## config.mk

```make
export PLATFORM = sky130hd
export DESIGN_NAME = shift_sequencer
export DESIGN_NICKNAME = d
export VERILOG_FILES = /design/src/rtl/shift_sequencer.sv
export SDC_FILE = /design/constraint.sdc
export NUM_CORES = 1
export LEC_CHECK = 0
export BUFFER_PORTS_ARGS = -buffer_cell sky130_fd_sc_hd__buf_4
export CAP_MARGIN = 30
export CELL_PAD_IN_SITES_DETAIL_PLACEMENT = 0
export CELL_PAD_IN_SITES_GLOBAL_PLACEMENT = 2
export CORE_ASPECT_RATIO = 0.75
export CORE_MARGIN = 1
export CORE_UTILIZATION = 36
export DETAILED_ROUTE_END_ITERATION = 8
export GPL_ROUTABILITY_DRIVEN = 1
export PLACE_DENSITY_LB_ADDON = 0.1
export SYNTH_ARGS = -nofsm -noshare
export SYNTH_HDL_FRONTEND = slang
export SYNTH_SLANG_ARGS = --single-unit
```

## constraint.sdc

```tcl
create_clock -name clk -period 4.9 [get_ports clk]
set_input_delay 0.98 -clock clk [delete_from_list [all_inputs] [get_ports clk]]
set_output_delay 0.98 -clock clk [all_outputs]
set_load 0.01 [all_outputs]
```

## src/rtl/shift_sequencer.sv

```systemverilog
// shift_sequencer: multi-cycle shift controller for the 64-bit ALU.
// Each request is resolved one amount bit per cycle in log-stage order
// (stage k shifts by 2^k when amount bit k is set), giving a fixed latency
// of K cycles from accept to result. Supports SLL/SRL/SRA and, when N == 64,
// the RV64 word variants.
module shift_sequencer #(
  parameter int N = 64
) (
  input  logic                   clk,
  input  logic                   rst,
  input  logic                   start_valid,
  output logic                   start_ready,
  input  logic [1:0]             op,
  input  logic                   word,
  input  logic [$clog2(N)-1:0]   shift_amount,
  input  logic [N-1:0]           dataIn,
  output logic [N-1:0]           dataOut,
  output logic                   out_valid,
  input  logic                   out_ready,
  output logic                   busy
);

  localparam int K = $clog2(N);

  typedef enum logic [1:0] {
    IDLE  = 2'b00,
    SHIFT = 2'b01,
    DONE  = 2'b10
  } state_t;

  state_t         state_r;
  state_t         state_n_s;

  logic [N-1:0]   work_r;
  logic [K-1:0]   amt_r;      // consumed LSB-first, one bit per stage
  logic [K-1:0]   dist_r;     // 2^k for the current stage k
  logic [K-1:0]   k_r;
  logic [1:0]     op_r;
  logic           word_r;
  logic [N-1:0]   dataout_r;
  logic           out_valid_r;
  logic           busy_r;

  logic           accept_s;
  logic           last_stage_s;
  logic           word_eff_s;
  logic [N-1:0]   prep_data_s;
  logic [K-1:0]   prep_amt_s;
  logic [N-1:0]   stage_s;
  logic [N-1:0]   fin_s;

  assign start_ready  = (state_r == IDLE) && !rst;
  assign accept_s     = start_valid && start_ready;
  assign last_stage_s = (k_r == K'(K - 1));
  assign dataOut      = dataout_r;
  assign out_valid    = out_valid_r;
  assign busy         = busy_r;

  // Word-variant handling only exists for the 64-bit configuration.
  generate
    if (N == 64) begin : g_word
      assign word_eff_s = word;

      // Operand and amount preparation at accept time for word ops.
      always_comb begin
        prep_data_s = dataIn;
        prep_amt_s  = shift_amount;
        if (word) begin
          prep_amt_s = {1'b0, shift_amount[4:0]};
          if (op == 2'b11) begin
            prep_data_s = {{32{dataIn[31]}}, dataIn[31:0]};
          end else begin
            prep_data_s = {32'h0000_0000, dataIn[31:0]};
          end
        end else begin
          prep_amt_s  = shift_amount;
        end
      end

      // Word results are sign-extended from bit 31 on the way out.
      always_comb begin
        fin_s = stage_s;
        if (word_r) begin
          fin_s = {{32{stage_s[31]}}, stage_s[31:0]};
        end else begin
          fin_s = stage_s;
        end
      end
    end else begin : g_noword
      assign word_eff_s  = 1'b0;
      assign prep_data_s = dataIn;
      assign prep_amt_s  = shift_amount;
      assign fin_s       = stage_s;
    end
  endgenerate

  // One log-shifter stage: shift by dist_r when the current amount bit is set.
  always_comb begin
    stage_s = work_r;
    if (amt_r[0]) begin
      case (op_r)
        2'b01:   stage_s = work_r >> dist_r;
        2'b11:   stage_s = $unsigned($signed(work_r) >>> dist_r);
        default: stage_s = work_r << dist_r;
      endcase
    end else begin
      stage_s = work_r;
    end
  end

  // Next-state decode.
  always_comb begin
    state_n_s = state_r;
    case (state_r)
      IDLE: begin
        if (accept_s) begin
          state_n_s = SHIFT;
        end else begin
          state_n_s = IDLE;
        end
      end
      SHIFT: begin
        if (last_stage_s) begin
          state_n_s = DONE;
        end else begin
          state_n_s = SHIFT;
        end
      end
      DONE: begin
        if (out_ready) begin
          state_n_s = IDLE;
        end else begin
          state_n_s = DONE;
        end
      end
      default: state_n_s = IDLE;
    endcase
  end

  // State register.
  always_ff @(posedge clk or posedge rst) begin
    if (rst) begin
      state_r <= IDLE;
    end else begin
      state_r <= state_n_s;
    end
  end

  // Datapath: latch request, step stages, register result and status.
  always_ff @(posedge clk or posedge rst) begin
    if (rst) begin
      work_r      <= {N{1'b0}};
      amt_r       <= {K{1'b0}};
      dist_r      <= {K{1'b0}};
      k_r         <= {K{1'b0}};
      op_r        <= 2'b00;
      word_r      <= 1'b0;
      dataout_r   <= {N{1'b0}};
      out_valid_r <= 1'b0;
      busy_r      <= 1'b0;
    end else begin
      busy_r <= (state_n_s != IDLE);
      case (state_r)
        IDLE: begin
          if (accept_s) begin
            work_r <= prep_data_s;
            amt_r  <= prep_amt_s;
            dist_r <= K'(1'b1);
            k_r    <= {K{1'b0}};
            op_r   <= op;
            word_r <= word_eff_s;
          end
        end
        SHIFT: begin
          work_r <= stage_s;
          amt_r  <= amt_r >> 1;
          dist_r <= dist_r << 1;
          k_r    <= k_r + K'(1'b1);
          if (last_stage_s) begin
            dataout_r   <= fin_s;
            out_valid_r <= 1'b1;
          end
        end
        DONE: begin
          if (out_ready) begin
            out_valid_r <= 1'b0;
          end
        end
        default: begin
          out_valid_r <= 1'b0;
        end
      endcase
    end
  end

endmodule

```

# == Yosys cells after proc, flatten, opt, wreduce, memory -nomap -nowiden ==
# Index checks and enable logic that the tools add are counted.
# word_totals
reg_bits,153
wordCells,55
out_inout_bits,67
in_bits,77
# classes
n_eq_ne,9
mux,21
add_sub_neg,1
reduce_logical,10
bitwise_logic,1
shifts,3
# ops
cell,count
two-way mux 64 bit,5
case mux 64 bit (2 select lines),2
left shift 64 x 6 -> 64 bit,1
>> shifter 64 x 6 -> 64 bit,1
>>> shifter 64 x 6 -> 64 bit,1
case mux 6 bit (2 select lines),3
two-way mux 6 bit,4
"adder 6 x 1 -> 6 bit, second input constant",1
"== test 2 bit, second input constant",3
"== test 6 x 3 -> 1 bit, second input constant",1
"!= test 2 bit, second input constant",3
case mux 2 bit (3 select lines),1
AND reduction 2 bit,3
"== test 2 x 1 -> 1 bit, second input constant",2
two-way mux 2 bit,2
nonzero test 2 bit,2
two-way mux 1 bit,3
case mux 1 bit (3 select lines),1
AND reduction 3 bit,1
logical AND 1 bit,2
logical NOT 2 bit,1
logical NOT 1 bit,1
inverter 1 bit,1

# == Longest topological paths before layout ==
# Gate-level depths: netlist of run 1.
# depth
depth_word,6
mapped_depth,13
depth_no_buf,7

# == Least setup slack after synthesis of run 1 ==
# No wires, ideal clock.
# synth_path
path_type,reg2reg
from,reg dist_r[0]
to,reg dataout_r[18] (netlist: dataOut[18])
t_required_ns,4.782
setup_ns,0.118
t_arrival_ns,2.611
path_slack_ns,2.171
period_less_slack_ns,2.729
path_stages_with_launch,10
path_cell_list,dfrtp_1 > buf_4 > clkbuf_1 > mux4_2 > mux4_2 > a22oi_1 > o211ai_1 > a21oi_1 > a21oi_1 > a21o_1
# synth_between
elab_chain_cells,4
elab_cells_between_ends,6
classes_between,shift: 3; mux: 3
# synth_lines
item,line,source
from (decl),36,logic [K-1:0] dist_r;
from (signal assigned),154,dist_r <= {K{1'b0}};
from (signal assigned),168,dist_r <= K'(1'b1);
from (signal assigned),177,dist_r <= dist_r << 1;
"left shift 64 x 6 -> 64 bit, or another cell as far along",104,default: stage_s = work_r << dist_r;
case mux 64 bit (2 select lines) *,101,case (op_r)
two-way mux 64 bit *,100,if (amt_r[0]) begin
two-way mux 64 bit *,83,if (word_r) begin
to (signal assigned),158,dataout_r <= {N{1'b0}};
to (signal assigned),180,dataout_r <= fin_s;
to (decl),40,logic [N-1:0] dataout_r;
# Mark *: on every way between the ends. The rest lies on a longest branch, timed or not.
# A chain may end at the register's enable or synchronous reset.

# == Final worst setup path of run 1 ==
# layout_path
from,reg dist_r[1]
to,reg dataout_r[10] (netlist: dataOut[10])
# The elaborated chain is that of the path after synthesis.

==> results of run 1 <==
final timing paths:
path / start / endpoint / depth (start not counted) / slack (ps)
max: dist_r[1]$_DFFE_PP0P_ / dataOut[10]$_DFFE_PP0P_ / 8 / 760
min: rst / out_valid$_DFFE_PP0P_ / 2 / 450
max reg2reg: dist_r[1]$_DFFE_PP0P_ / dataOut[10]$_DFFE_PP0P_ / 8 / 760
min reg2reg: dataOut[6]$_DFFE_PP0P_ / dataOut[6]$_DFFE_PP0P_ / 1 / 490
max in group asynchronous: rst / dist_r[2]$_DFFE_PP0P_ / 3 / 3280
min in group clk: dataOut[6]$_DFFE_PP0P_ / dataOut[6]$_DFFE_PP0P_ / 1 / 490
layer usage:
metal / routed length, um / GRT usage
met1: 45600 / 0.621
met2: 42600 / 0.552
met3: 15700 / 0.169
met4: 3610 / 0.132
met5: 13 / 0
cells in the mapped netlist (17+ instances only):
cell	count	share of area
a22oi_1	43	0.018
a21oi_1	77	0.021
buf_4	21	0.0088
nand2b_1	17	0.0059
mux4_2	175	0.22
clkbuf_1	155	0.032
a221oi_1	34	0.017
o221ai_1	19	0.0092
nor3_1	43	0.012
o21ai_0	115	0.032
o22ai_1	27	0.0094
nand2_1	173	0.036
a221o_1	29	0.016
mux2_2	59	0.037
nor2b_1	18	0.0063
buf_1	26	0.0054
mux4_1	20	0.029
nor2_1	146	0.030
a21o_1	18	0.0075
o211ai_1	42	0.018
mux2i_1	138	0.077
dfrtp_1	153	0.21
a31oi_1	20	0.0070
buf_2	46	0.013
nand3_1	42	0.012
layout make-up:
type / instances / area share
repair buffers: 254 / 0.102
clock buffers: 18 / 0.0217
well taps: 648 / 0.0400
inverters: 15 / 0.00302
multi-input cells: 1469 / 0.634
diodes: 5 / 0.000617
flip-flops and latches: 153 / 0.190
clock inverters: 14 / 0.00827
registers in the layout, summed over array words and instances, names as in the netlist:
signal     flops
amt_r          6
k_r            6
out_valid      1
dist_r         6
work_r        64
busy           1
dataOut       64
state_r        2
word_r         1
op_r           2
through the flow:
| step | hold slack, ps | std cells | setup WS [ps] |
|---|---|---|---|
| 5_1_grt | 452 | 2571 | 680 |
| 3_3_place_gp | 478 | 2536 | 895 |
| 2_1_floorplan | 450 | 1900 | 1990 |
| 6_report | 448 | 2576 | 763 |
| 3_5_place_dp | 470 | 2539 | 911 |
| 4_1_cts | 437 | 2571 | 897 |
kinds of logic (layout without fill, tap and decap cells):
logic type	after synthesis	in the layout	share of synthesized area
fa+ha+maj	2	2	0.00139
buf+inv	278	301	0.0736
mux	392	392	0.362
flops	153	153	0.213
other cells	0	5	0
compound gates	558	558	0.219
simple gates	517	517	0.131
==> run metrics, run 1 <==
slowest stage delay, CP=1010 ps; Finish-stage setup viols=0; vias in the first global route=18314; RSZ-0062 raised after global routing=no; clk slew on worst S/H paths=around 80 ps; gpl congestion=roughly 1.1; Seq/Total Area, Yosys=0.213; Total GRT Usage=0.422; commonest non-fill, non-tap cell in the layout=buf_4; Async S/R FF share, synth=1.00; htree depth=4; initial antenna violation count=6; Port Buffers=about 140; crit path cell chain=buf_12, mux4_2, mux2i_1, mux2i_1, mux2i_1, o221ai_1, a31oi_1, a21oi_1; DIE HEIGHT=196 um; hold buffers post-CTS=0; Initial Utilization=0.367; Arr. time, crit path=4490 ps; Clock Latency Late Sink=480 ps; # resized after CTS=0; ys flop type=dfrtp_1; final instance area=20300 um^2; largest net degree at the start of global routing=144; share of post-route cells with drive strength above 1=0.288; Max Slew Vio Count=0; Num CTS Buffers=17; CTS tree=built; vias per cell=approximately 7.5; first-pass GRT wire length=about 150000 um; placed cell area=19700 um^2; Post-route DRC=0; Worst setup SP type=flip-flop; filler cell count=4955; register area=3850 um^2; setup TNS=0 ps; 1st-pass router iterations=7; Worst Tran Pin Value=1150 ps; Syn. warnings=0; max-cap violation count=0; Final Core Density=0.414; CP Buf/Inv Count=1; Tmin final=4140 ps; Post-synth EDFFs=0; Synth Register Bits=between 150 and 200; cell area after synthesis=about 18000 um^2; Vias=19378; root buf cell=clkbuf_16; Overflow after GRT=0; Multi-input gate area=12900 um^2; setup bufs post-CTS=0; chip width=between 200 and 300 um; cell row count=70; CTS Buffer Depth=2; Crit-path slowest cell=dfrtp_4; Hold Crit Class=input port to async pin; CP Capture Type=flip-flop; Clock Skews=between 15 and 20 ps; # IOs=144; post-route ant nets=0; CTS Sinks=approximately 150; Cell variety after synth=75; status=completed; Syn Nets=1979; CP delay by family, top=multiplexers; Post-DP HPWL=~80000 um; WL/cell=41.7 um; Slew HR=0.227; Layout area overhead=12.7%; CP most frequent cell=mux2i_1; Syn Area/Cell=9.47 um^2; fmax=242 MHz; total wire length=~110000 um; initial DRC count=3183; Tcrit/Tclk final=0.844; Hold Fails Final Rpt=0; CP Max Fanout=57; critical path data required time=5250 ps; die area=50900 um^2; final net count=about 2000; commonest cells after routing, fill and taps aside=240 x buf_4, 175 x mux4_2, 172 x nand2_1; Synth Instances=1900; core region area=between 40000 and 50000 um^2; WS Path Type=flip-flop to flip-flop
Power of run 1 is left out: the tool's default activity adds up to more than one toggle a clock period on the data nets, which glitch-free logic cannot reach.
==> run 2, diff against run 1 <==
Settings changed: ABC_AREA set to 1, CORE_UTILIZATION 36 to 32.
Clock period 4.9 ns to 3.96 ns, I/O delays scaled along.
==> run 2 against run 1 <==
Against the previous run: wire length fell by 19%; global-route usage fell by 7.7 points; register-to-register slack improved by 60 ps.
==> run metrics, run 2 <==
status=completed; initial DRC count=2683; Clock Latency Late Sink=460 ps; fmax=~320 MHz; Synth area leader=dfrtp_1; Initial Utilization=0.327; cell area after synthesis=15700 um^2; Yosys top cell area share=0.245; XOR/XNOR Fraction of Synth Area=0; # resized after CTS=0; Overflow after GRT=0; Num CTS Buffers=17; first-pass GRT wire length=128000 um; ys flop type=dfrtp_1; Crit-path slowest cell=inv_2; WL/cell=25.8 um; DIE HEIGHT=194 um; Worst Tran Pin Value=1010 ps; Hold Crit Class=input port to async pin; placed cell area=17200 um^2; largest net degree at the start of global routing=110; vias per cell=5.83; CP Buf/Inv Count=2; hold buffers post-CTS=0; post-route ant nets=0; post-synthesis simple-gate area fraction=0.540; Synth Instances=2714; Arr. time, crit path=3430 ps; Hold Fails Final Rpt=0; setup bufs post-CTS=0; Syn. warnings=0; commonest cells in the netlist=976 x nand2_1, 761 x nand3_1, 153 x dfrtp_1; top post-synthesis cells by area=dfrtp_1 24%, nand3_1 24%, nand2_1 23%, o21ai_0 2.8%, inv_1 2.3%; Finish-stage setup viols=0; final setup margin=a little over 800 ps; most common cell in the netlist=nand2_1; Syn Nets=2793; Post-synth EDFFs=0; core region area=47800 um^2; root buf cell=clkbuf_16; mux contribution to synthesized area=0.00192; gpl congestion=1.04; commonest non-fill, non-tap cell in the layout=nand2_1; Tcrit/Tclk final=0.792; DP Worst Slack=837 ps; Async S/R FF share, synth=1.00; RSZ-0062 raised after global routing=no; Worst setup SP type=flip-flop; Max Slew Vio Count=0; final instance area=17900 um^2; # diodes=0; WS Path Type=flip-flop to flip-flop; Post-Synth Adder-Cell Area=0.00160; Synth Area in Compound Gates=0.124; Clock Skews=about 18 ps; Port Buffers=143; largest family of logic cells by synthesized area=simple AND/OR/NAND/NOR gates; initial antenna violation count=4; Tmin final=3140 ps; CP Max Fanout=between 60 and 70; Syn Area/Cell=5.77 um^2; clk slew on worst S/H paths=about 80 ps; CP Capture Type=flip-flop; CTS tree=built; # IOs=144; Layout area overhead=14.1%; share of post-route cells with drive strength above 1=0.126; crit path cell chain=buf_12, nand2_1, nand3_1, nand3_1, nand2_1, o21ai_1, nand2_1, nand3_1, nand3b_1, nand3_1, nand2_1, inv_2, a21oi_1; Total GRT Usage=0.345; Slew HR=0.326; vias in the first global route=18486; 1st-pass router iterations=6; setup TNS=0 ps; critical path data required time=4250 ps; Synth Register Bits=153; commonest cells after routing, fill and taps aside=976 x nand2_1, 761 x nand3_1, 193 x buf_4; slowest stage delay, CP=620 ps; CP delay by family, top=simple AND/OR/NAND/NOR gates; max-cap violation count=0; Seq/Total Area, Yosys=0.245; cell row count=69; CTS Sinks=153; Post-DP HPWL=67100 um; htree depth=4; total wire length=about 87000 um; Cell variety after synth=38; die area=49800 um^2; Post-route DRC=0; final net count=between 2000 and 3000; CTS Buffer Depth=2; chip width=257 um; Vias=19752
run 2: cell families after synthesis:
family,after synthesis
AND/OR/NAND/NOR,1925
adder cells (fa/ha/maj),2
flip-flops,153
buffers and inverters,307
AO/OA/AOI/OAI,324
multiplexers,3
run 2: final cells by class:
class	instances	area, um^2
flip-flops and latches	153	3840
multi-input cells	2254	10500
well taps	639	800
repair buffers	205	1700
clock buffers	18	439
fillers	5487	30000
inverters	103	397
clock inverters	14	210
run 2: routing by layer:
metal | share of wire | up-vias | track usage
met4 | 0.039 | 8 | 0.129
met2 | 0.43 | 987 | 0.517
met3 | 0.081 | 117 | 0.0624
met1 | 0.45 | 9481 | 0.491
li1 | - | 9159 | -
met5 | 0.00063 | - | 0
run 2: per-stage QoR:
stage | instances | util | hold slack, ps
after floorplan | 2714 | - | 463
after global placement | 3353 | 0.359 | 473
after detailed placement | 3354 | 0.360 | 471
after CTS | 3386 | 0.373 | 448
after global routing | 3386 | 0.373 | 476
final | 3386 | 0.373 | 448
run 2: worst paths after layout:
| path | start | cells past startpoint | slack [ps] | to |
|---|---|---|---|---|
| max in group asynchronous | rst | 3 | 2630 | dist_r[3]$_DFFE_PP0P_ |
| min in group clk | dataOut[27]$_DFFE_PP0P_ | 2 | 490 | dataOut[27]$_DFFE_PP0P_ |
| worst min-delay path | rst | 2 | 450 | out_valid$_DFFE_PP0P_ |
| worst max-delay path | dist_r[0]$_DFFE_PP0P_ | 13 | 820 | dataOut[61]$_DFFE_PP0P_ |
| worst min register to register | dataOut[27]$_DFFE_PP0P_ | 2 | 490 | dataOut[27]$_DFFE_PP0P_ |
| worst max register to register | dist_r[0]$_DFFE_PP0P_ | 13 | 820 | dataOut[61]$_DFFE_PP0P_ |
Power of run 2 is left out for the same reason.
